===== config.mk =====
export PLATFORM = sky130hd
export DESIGN_NAME = av2_cdef_stream_filter
export DESIGN_NICKNAME = d
export VERILOG_FILES = /design/src/rtl/av2_lf_pkg.sv /design/src/rtl/av2_cdef_tap.sv /design/src/rtl/av2_cdef_stream_filter.sv
export SDC_FILE = /design/constraint.sdc
export NUM_CORES = 1
export LEC_CHECK = 0
export CORE_MARGIN = 3
export CORE_UTILIZATION = 61
export CTS_BUF_LIST = sky130_fd_sc_hd__clkbuf_8
export DETAILED_ROUTE_END_ITERATION = 7
export PLACE_DENSITY = 0.82
export RECOVER_POWER = 50
export SLEW_MARGIN = 25
export SYNTH_ARGS = -nofsm -noshare
export SYNTH_HDL_FRONTEND = slang
export SYNTH_SLANG_ARGS = --single-unit

===== constraint.sdc =====
create_clock -name clk -period 23.1 [get_ports clk]
set_clock_uncertainty 0.05 [all_clocks]
set_input_delay 2.31 -clock clk [delete_from_list [all_inputs] [get_ports clk]]
set_output_delay 2.31 -clock clk [all_outputs]
set_load 0.05 [all_outputs]

===== src/rtl/av2_lf_pkg.sv =====
// Shared definitions for the AV2 loop-filter stream blocks: FSM encoding,
// tap shift, latched filter configuration and the pixel clip helper.
package av2_lf_pkg;

    localparam int unsigned STATE_W   = 3;
    localparam int unsigned CFG_W     = 3;
    localparam int unsigned TAP_SHIFT = 3;

    localparam logic [STATE_W-1:0] ST_IDLE  = 3'd0;
    localparam logic [STATE_W-1:0] ST_RUN   = 3'd1;
    localparam logic [STATE_W-1:0] ST_FLUSH = 3'd2;
    localparam logic [STATE_W-1:0] ST_DRAIN = 3'd3;
    localparam logic [STATE_W-1:0] ST_DONE  = 3'd4;

    typedef struct packed {
        logic [CFG_W-1:0] str;
        logic [CFG_W-1:0] damping;
    } cfg_t;

    // Saturate a signed value into the unsigned pixel range [0, 2^bit_depth-1].
    function automatic logic [31:0] clip_pixel(input logic signed [31:0] val,
                                               input int unsigned bit_depth);
        logic signed [31:0] max_v;
        max_v = $signed((32'd1 << bit_depth) - 32'd1);
        if (val < 32'sd0)
            clip_pixel = '0;
        else if (val > max_v)
            clip_pixel = max_v;
        else
            clip_pixel = val;
    endfunction

endpackage


===== src/rtl/av2_cdef_tap.sv =====
// Combinational horizontal CDEF-style tap: damped neighbour differences,
// strength-scaled adjustment and clip back to the pixel range.
module av2_cdef_tap #(
    parameter int unsigned BIT_DEPTH = 10
) (
    input  logic [BIT_DEPTH-1:0] left_i,
    input  logic [BIT_DEPTH-1:0] cur_i,
    input  logic [BIT_DEPTH-1:0] right_i,
    input  logic                 left_vld_i,
    input  logic                 right_vld_i,
    input  logic [2:0]           str_i,
    input  logic [2:0]           damping_i,
    output logic [BIT_DEPTH-1:0] pixel_o
);
    import av2_lf_pkg::*;

    localparam int unsigned DW = BIT_DEPTH + 2;
    localparam int unsigned AW = BIT_DEPTH + 6;

    logic signed [DW-1:0] dl, dr, tl, tr;
    logic        [DW-1:0] abs_l, abs_r, thr;
    logic signed [AW-1:0] sum, str_w, prod, adj, val;

    always_comb begin
        dl      = $signed({2'b00, left_i})  - $signed({2'b00, cur_i});
        dr      = $signed({2'b00, right_i}) - $signed({2'b00, cur_i});
        abs_l   = dl[DW-1] ? $unsigned(-dl) : $unsigned(dl);
        abs_r   = dr[DW-1] ? $unsigned(-dr) : $unsigned(dr);
        thr     = DW'(1) << damping_i;
        // Absent neighbours and large steps (likely real edges) contribute nothing.
        tl      = (left_vld_i  && (abs_l <= thr)) ? dl : '0;
        tr      = (right_vld_i && (abs_r <= thr)) ? dr : '0;
        sum     = AW'(tl) + AW'(tr);
        str_w   = $signed({{(AW-CFG_W){1'b0}}, str_i});
        prod    = sum * str_w;
        adj     = prod >>> TAP_SHIFT;
        val     = $signed({{(AW-BIT_DEPTH){1'b0}}, cur_i}) + adj;
        pixel_o = BIT_DEPTH'(clip_pixel(32'(val), BIT_DEPTH));
    end

endmodule


===== src/rtl/av2_cdef_stream_filter.sv =====
// Raster-order block filter: each pixel is output once its right neighbour
// arrives; a FLUSH cycle per row emits the last pixel. AV2_LF_STATS_EN adds mod_count.
module av2_cdef_stream_filter #(
    parameter int unsigned BLOCK_SIZE = 8,
    parameter int unsigned BIT_DEPTH  = 10
) (
    input  logic                 clk,
    input  logic                 rst_n,
    input  logic                 start,
    input  logic                 is_chroma,
    input  logic [2:0]           strength_y,
    input  logic [2:0]           strength_uv,
    input  logic [2:0]           damping,
    input  logic [BIT_DEPTH-1:0] in_pixel,
    input  logic                 in_valid,
    output logic                 in_ready,
    output logic [BIT_DEPTH-1:0] out_pixel,
    output logic                 out_valid,
    input  logic                 out_ready,
    output logic                 out_last,
    output logic                 busy,
    output logic                 done
`ifdef AV2_LF_STATS_EN
   ,output logic [15:0]          mod_count
`endif
);
    import av2_lf_pkg::*;

    localparam int unsigned CNT_W = (BLOCK_SIZE > 2) ? $clog2(BLOCK_SIZE) : 1;
    localparam logic [CNT_W-1:0] LAST_IDX = CNT_W'(BLOCK_SIZE - 1);

    logic [STATE_W-1:0]   state_q, state_d;
    logic [CNT_W-1:0]     col_q, col_d, row_q, row_d;
    logic [BIT_DEPTH-1:0] cur_q, cur_d, left_q, left_d;
    cfg_t                 cfg_q, cfg_d;
    logic [BIT_DEPTH-1:0] pix_q, pix_d;
    logic                 vld_q, vld_d, last_q, last_d, done_q, done_d;
    logic [BIT_DEPTH-1:0] tap_pix;
    logic                 can_emit, xfer, emit;
`ifdef AV2_LF_STATS_EN
    logic [15:0]          cnt_q, cnt_d;
`endif

    // Right tap exists only in RUN; the left tap is missing for column 0 only.
    av2_cdef_tap #(.BIT_DEPTH(BIT_DEPTH)) u_tap (
        .left_i      (left_q),
        .cur_i       (cur_q),
        .right_i     (in_pixel),
        .left_vld_i  ((state_q == ST_FLUSH) || (col_q > CNT_W'(1))),
        .right_vld_i (state_q == ST_RUN),
        .str_i       (cfg_q.str),
        .damping_i   (cfg_q.damping),
        .pixel_o     (tap_pix)
    );

    always_comb begin
        state_d  = state_q;
        col_d    = col_q;
        row_d    = row_q;
        cur_d    = cur_q;
        left_d   = left_q;
        cfg_d    = cfg_q;
        pix_d    = pix_q;
        vld_d    = vld_q;
        last_d   = last_q;
        done_d   = 1'b0;
        emit     = 1'b0;
`ifdef AV2_LF_STATS_EN
        cnt_d    = cnt_q;
`endif
        can_emit = !vld_q || out_ready;
        in_ready = (state_q == ST_RUN) && can_emit;
        busy     = (state_q != ST_IDLE);
        xfer     = in_valid && in_ready;

        if (vld_q && out_ready) begin
            vld_d  = 1'b0;
            last_d = 1'b0;
        end

        case (state_q)
            ST_IDLE: begin
                if (start) begin
                    cfg_d.str     = is_chroma ? strength_uv : strength_y;
                    cfg_d.damping = damping;
                    col_d         = '0;
                    row_d         = '0;
                    state_d       = ST_RUN;
`ifdef AV2_LF_STATS_EN
                    cnt_d         = '0;
`endif
                end
            end
            ST_RUN: begin
                if (xfer) begin
                    cur_d = in_pixel;
                    if (col_q != '0) begin
                        emit   = 1'b1;
                        last_d = 1'b0;
                        left_d = cur_q;
                    end
                    if (col_q == LAST_IDX)
                        state_d = ST_FLUSH;
                    else
                        col_d = col_q + CNT_W'(1);
                end
            end
            ST_FLUSH: begin
                if (can_emit) begin
                    emit   = 1'b1;
                    last_d = (row_q == LAST_IDX);
                    col_d  = '0;
                    if (row_q == LAST_IDX) begin
                        state_d = ST_DRAIN;
                    end else begin
                        row_d   = row_q + CNT_W'(1);
                        state_d = ST_RUN;
                    end
                end
            end
            ST_DRAIN: begin
                if (vld_q && out_ready && last_q) begin
                    state_d = ST_DONE;
                    done_d  = 1'b1;
                end
            end
            ST_DONE:  state_d = ST_IDLE;
            default:  state_d = ST_IDLE;
        endcase

        if (emit) begin
            pix_d = tap_pix;
            vld_d = 1'b1;
`ifdef AV2_LF_STATS_EN
            if (tap_pix != cur_q)
                cnt_d = cnt_q + 16'd1;
`endif
        end
    end

    always_ff @(posedge clk or negedge rst_n) begin
        if (!rst_n) begin
            state_q <= ST_IDLE;
            col_q   <= '0;
            row_q   <= '0;
            cur_q   <= '0;
            left_q  <= '0;
            cfg_q   <= '0;
            pix_q   <= '0;
            vld_q   <= 1'b0;
            last_q  <= 1'b0;
            done_q  <= 1'b0;
`ifdef AV2_LF_STATS_EN
            cnt_q   <= '0;
`endif
        end else begin
            state_q <= state_d;
            col_q   <= col_d;
            row_q   <= row_d;
            cur_q   <= cur_d;
            left_q  <= left_d;
            cfg_q   <= cfg_d;
            pix_q   <= pix_d;
            vld_q   <= vld_d;
            last_q  <= last_d;
            done_q  <= done_d;
`ifdef AV2_LF_STATS_EN
            cnt_q   <= cnt_d;
`endif
        end
    end

    assign out_pixel = pix_q;
    assign out_valid = vld_q;
    assign out_last  = last_q;
    assign done      = done_q;
`ifdef AV2_LF_STATS_EN
    assign mod_count = cnt_q;
`endif

endmodule


==> flow_summary.toml, run 1 <==
[status]
status = "finished, violations left"
violations = "capacitance limit, slew limit"

[timing]
hold_violations = 0
tns_ns = 0
maxSlewHeadroom = -0.763
finalSetupViolations = 0
finalCriticalPeriod_ns = 12.31
final.period_utilization = 0.533
fin_ws_ns = 10.79
final-max-slew-violation-count = 49
fmax_mhz = 81.3
rsz0062_at_grt = "no"
tightest_slew_ns = 2.64

[synth]
synth_cells = 748
synthFlopType = "dfrtp_1"
synth_nets = 881
yosysSeqAreaShare = 0.195
ys_types = 71
async_flop_share = 1.00
syn_avg_cell_area_sq_um = 8.25
synth-edff-count = 0
synth.cell_area_sq_um = 6170
ys_seq_elements = 48
yosys_warnings = 0

[grt]
antenna_found_initial = 0
grt_pass1_vias = 5395
grt_max_degree = 49
grt_overflow = 0
grt_pass1_wl_um = 25100
grt.total_usage = 0.269

[job]
maxCapViolations = 1

[critical_path]
crit_path_top_delay_cell = "a2111oi_0"
slowest_delay_ns = 0.65
crit_top_cell = "a21oi_1"
worst-setup-path-type = "in2reg"
start_kind = "input port"
worst_ep_arrival_time_ns = 12.45
end_kind = "flop"
crit_required_ns = 23.25
worstPathMaxFanout = 11

[hold_path]
hp-class = "reg2reg"

[die]
ios = 40
fp.dieH_um = 107
rows = 36
die_w_um = 107
die-area_sq_um = 11400
core_region_area_sq_um = 9820
start_util = 0.629

[clock_tree]
clk_transition_reported_paths_ns = 0.11
post_cts_buffers = 0
cts_buffers = 5
cts_tree = "done"
clock_latency_ns = 0.31
clk_path_buf_depth = 2
cts-htree-levels = 2
clock_sink_count = 48
hold_buffers = 0
post_cts_resized = 0
cts_root_buf = "clkbuf_8"

[cells_and_area]
fillers = 841
multi_input_area_sq_um = 4580
drive_gt1_frac = 0.0479
ff_latch_area_sq_um = 1200
area_growth_pct = 9.56
finish.net_count = 905
insertedDiodeCount = 0

[placement]
portBuffers = 39
place_ws_ns = 10.66
hpwlAfterDp_um = 12300
gp_congestion = 1.01

[routing]
vias = 5491
routed_via_density = 6.06
wl_um = 14900
antenna_left = 0
first_iter_violations = 405
drt_pass1_iterations = 5
avgRoutedWirePerCell_um = 16.4
drc_errors = 0
-- cell type report --
class                           count  area share
Timing Repair Buffer               41      0.0586
Clock inverter                      3      0.0102
Sequential cell                    48       0.178
Clock buffer                        5      0.0102
Tap cell                          133      0.0246
Inverter                           75      0.0416
Multi-Input combinational cell    601       0.677
-- synth_stat cells (all sizes together), types with 4 or more instances --
cell type  instances  area, sq um
dfrtp             48         1200
o21a               8         60.1
or3                4         25.0
clkbuf            19         71.3
o21bai             5         37.5
a21boi            12         90.1
nand3             16         80.1
nand4              6         37.5
o31ai              8         60.1
a211oi            11         82.6
and3               5         31.3
mux2i              4         40.0
a221o             11          110
fa                17          340
nand2             45          169
inv               75          282
nor2b             18          113
o21ai             52          260
nand2b            11         68.8
xnor2             26          228
mux2               6         67.6
a21o              20          151
or2                8         50.1
buf                5         38.8
nor2              59          221
a21oi             49          245
o311ai             4         60.1
xor2              18          158
a22o               7         62.6
nor3              12         60.1
ha                91         1140
and2              24          151
-- sequential cells by signal, summed over array words and instances (netlist names) --
signal and count:
out_pixel 10, left_q 10, out_last 1, cfg_q 6, out_valid 1, state_q 3, row_q 3, done 1
cur_q 10, col_q 3
-- worst max-delay path: cells and delay by family --
kind	cells	cell delay, ns
AO/OA/AOI/OAI	27	5.72
adder cells (fa/ha/maj)	8	2.55
AND/OR/NAND/NOR	6	1.01
buffers and inverters	2	0.53
XOR/XNOR	2	0.31
-- placed cells by master, fill, tap and decap left out, types with 8 or more instances in the layout --
cell type and count:
and2_1 23, xnor2_1 26, a211oi_1 11, nand2_1 45
nor2_1 59, inv_1 75, xor2_1 18, a21o_1 19
fa_1 17, o21a_1 8, a221o_1 11, nand2b_1 11
ha_1 91, nor3_1 12, o31ai_1 8, nand3_1 16
clkdlybuf4s50_1 36, dfrtp_1 48, a21boi_0 8, a21oi_1 49
o21ai_0 47, nor2b_1 18
-- stage by stage --
step,area [sq um],utilization,std cells,hold WS (ns)
3_5_place_dp,6630,0.675,898,0.433
2_1_floorplan,6170,-,748,0.404
6_report,6770,0.689,906,0.458
5_1_grt,6770,0.689,906,0.494
3_3_place_gp,6630,0.675,898,0.424
4_1_cts,6770,0.689,906,0.458
-- cells by family (layout without fill, tap and decap cells) --
family | count (synthesis) | count (layout) | synth area share
compound gates | 215 | 215 | 0.239
xor+xnor | 44 | 44 | 0.0624
fa+ha+maj | 108 | 108 | 0.240
buf+inv | 99 | 124 | 0.0634
flops | 48 | 48 | 0.195
mux | 10 | 10 | 0.0174
simple gates | 224 | 224 | 0.184
-- path summary, 6_finish.rpt --
| kind | endpoint | slack, ns | start | depth (start not counted) |
|---|---|---|---|---|
| min in group asynchronous | state_q[1] | 2.86 | rst_n | 2 |
| max | out_pixel[4] | 10.79 | in_pixel[0] | 45 |
| max reg2reg | out_pixel[4] | 12.48 | cur_q[0] | 43 |
| min | left_q[2] | 0.46 | left_q[2] | 2 |
| max in group asynchronous | cur_q[7] | 18.63 | rst_n | 2 |
| min reg2reg | left_q[2] | 0.46 | left_q[2] | 2 |
-- layer usage --
layer	up-vias	track usage	part of all wire
met4	0	0.0813	0.027
li1	2687	-	-
met5	-	0	0
met3	32	0.0452	0.066
met2	190	0.451	0.46
met1	2582	0.358	0.45
Power of run 1 is not shown: default switching activity piles up to over one toggle a cycle in this logic, so the estimate is an artifact.
==> inputs of run 2 (changes only) <==
==> constraint.sdc (replaced) <==
create_clock -name clk -period 12.2 [get_ports clk]
set_clock_uncertainty 0.05 [all_clocks]
set_input_delay 1.22 -clock clk [delete_from_list [all_inputs] [get_ports clk]]
set_output_delay 1.22 -clock clk [all_outputs]
set_load 0.05 [all_outputs]
==> run 2 against run 1 <==
  * The run still ends with capacitance limit, slew limit left
  * Largest cell class unchanged
  * Register-to-register slack got worse by 11 ns
  * Global-route usage barely moved
  * Via count fell by 0.67%
  * Sequential cell count did not move
  * Critical path depth increased by 3
  * Die area did not move
  * Worst setup slack lost 9.8 ns
==> flow_summary.toml, run 2 (synthesis gave the netlist of run 1 again) <==
[critical_path]
reg2reg_depth = 46
worst_ep_arrival_time_ns = 11.36
rrSetupSlack_ns = 1.56
regToRegStartpoint = "cur_q[0]"
rr_endpoint = "out_pixel[1]"
critPathLaunch = "in_pixel[0]"
end_kind = "flop"
start_kind = "input port"
worst-setup-path-type = "in2reg"
slowest_delay_ns = 0.48
worstSetupEndpoint = "out_pixel[1]"
worstPathMaxFanout = 11
crit_path_top_delay_cell = "clkdlybuf4s50_1"
crit_top_cell = "a21oi_1"
crit_required_ns = 12.35

[die]
core_region_area_sq_um = 9820
die-area_sq_um = 11400
rows = 36
ios = 40
fp.dieH_um = 107
die_w_um = 107
start_util = 0.629

[cells_and_area]
fillers = 824
final_common_cell = "ha_1"
finish.net_count = 905
final_cell_mix = "ha_1 (91), inv_1 (75), nor2_1 (59)"
area_growth_pct = 9.56
drive_gt1_frac = 0.0479
insertedDiodeCount = 0

[grt]
use_met3 = 0.0331
use_met1 = 0.372
grt.total_usage = 0.270
busiest_layer = "met2"
use_met2 = 0.464
grt_pass1_vias = 5235
antenna_found_initial = 0
grt_pass1_wl_um = 25100
grt_overflow = 0
grt_max_degree = 49

[timing]
hold_violations = 0
final.period_utilization = 0.919
fmax_mhz = 89.2
finalCriticalPeriod_ns = 11.21
tns_ns = 0
finalSetupViolations = 0
maxSlewHeadroom = -0.763
tightest_slew_ns = 2.65
rsz0062_at_grt = "no"
final-max-slew-violation-count = 49

[status]
status = "finished, violations left"
violations = "capacitance limit, slew limit"

[clock_tree]
cts-htree-levels = 2
cts_buffers = 5
clock_sink_count = 48
clk_transition_reported_paths_ns = 0.10
clk_path_buf_depth = 2
cts_root_buf = "clkbuf_8"
clock_latency_ns = 0.32
post_cts_buffers = 0
cts_tree = "done"

[routing]
drt_pass1_iterations = 5
first_iter_violations = 433
avgRoutedWirePerCell_um = 16.4
vias = 5454
drc_errors = 0
wl_um = 14900
antenna_left = 0
routed_via_density = 6.02

[hold_path]
hp-class = "reg2reg"

[placement]
gp_congestion = 1.01
hpwlAfterDp_um = 12200
portBuffers = 39

[job]
maxCapViolations = 1
==> run 2: critical path, delay by kind of cell <==
family | cells | cell delay [ns]
xor+xnor | 2 | 0.28
buf+inv | 2 | 0.54
fa+ha+maj | 8 | 2.64
simple gates | 7 | 1.11
compound gates | 29 | 5.55
==> run 2: metal layers <==
| layer | wire (um) | vias to the layer above |
|---|---|---|
| met3 | 900 | 18 |
| met4 | 162 | 0 |
| met5 | 0 | - |
| li1 | - | 2698 |
| met1 | 6750 | 2571 |
| met2 | 7070 | 167 |
==> run 2: cell type report <==
| class | instances | area, sq um | share of cell area |
|---|---|---|---|
| sequential | 48 | 1200 | 0.178 |
| multi-input combinational | 601 | 4580 | 0.677 |
| clock inverter | 3 | 68.8 | 0.0102 |
| tap | 133 | 166 | 0.0246 |
| inverter | 75 | 282 | 0.0416 |
| clock buffer | 5 | 68.8 | 0.0102 |
| timing repair buffer | 41 | 397 | 0.0586 |
==> run 2: what timing repair did <==
item | CTS | global route
hold buffers | 0 | 0
endpoints found under the hold margin | 0 | 0
endpoints found under the setup margin | 0 | 4
gates resized for setup | 0 | 1
==> run 2: worst min-delay path by stage <==
| stage | endpoint | depth (start not counted) | start |
|---|---|---|---|
| after floorplan | left_q[2] | 2 | left_q[2] |
| after global placement | left_q[2] | 2 | left_q[2] |
| after detailed placement | left_q[7] | 2 | left_q[7] |
| after CTS | left_q[7] | 2 | left_q[7] |
| after global routing | out_pixel[2] | 1 | out_pixel[2] |
| final | left_q[7] | 2 | left_q[7] |
==> run 2: metrics by stage <==
step	utilization	hold slack, ns	area [sq um]	std cells	worst slack [ns]
floorplan	-	0.404	6170	748	1.95
global placement	0.675	0.424	6630	898	1.13
detailed placement	0.675	0.432	6630	898	0.767
CTS	0.689	0.455	6770	906	1.06
global route	0.689	0.499	6770	906	0.0853
finish	0.689	0.454	6770	906	0.986
Power of run 2 is left out for the same reason.
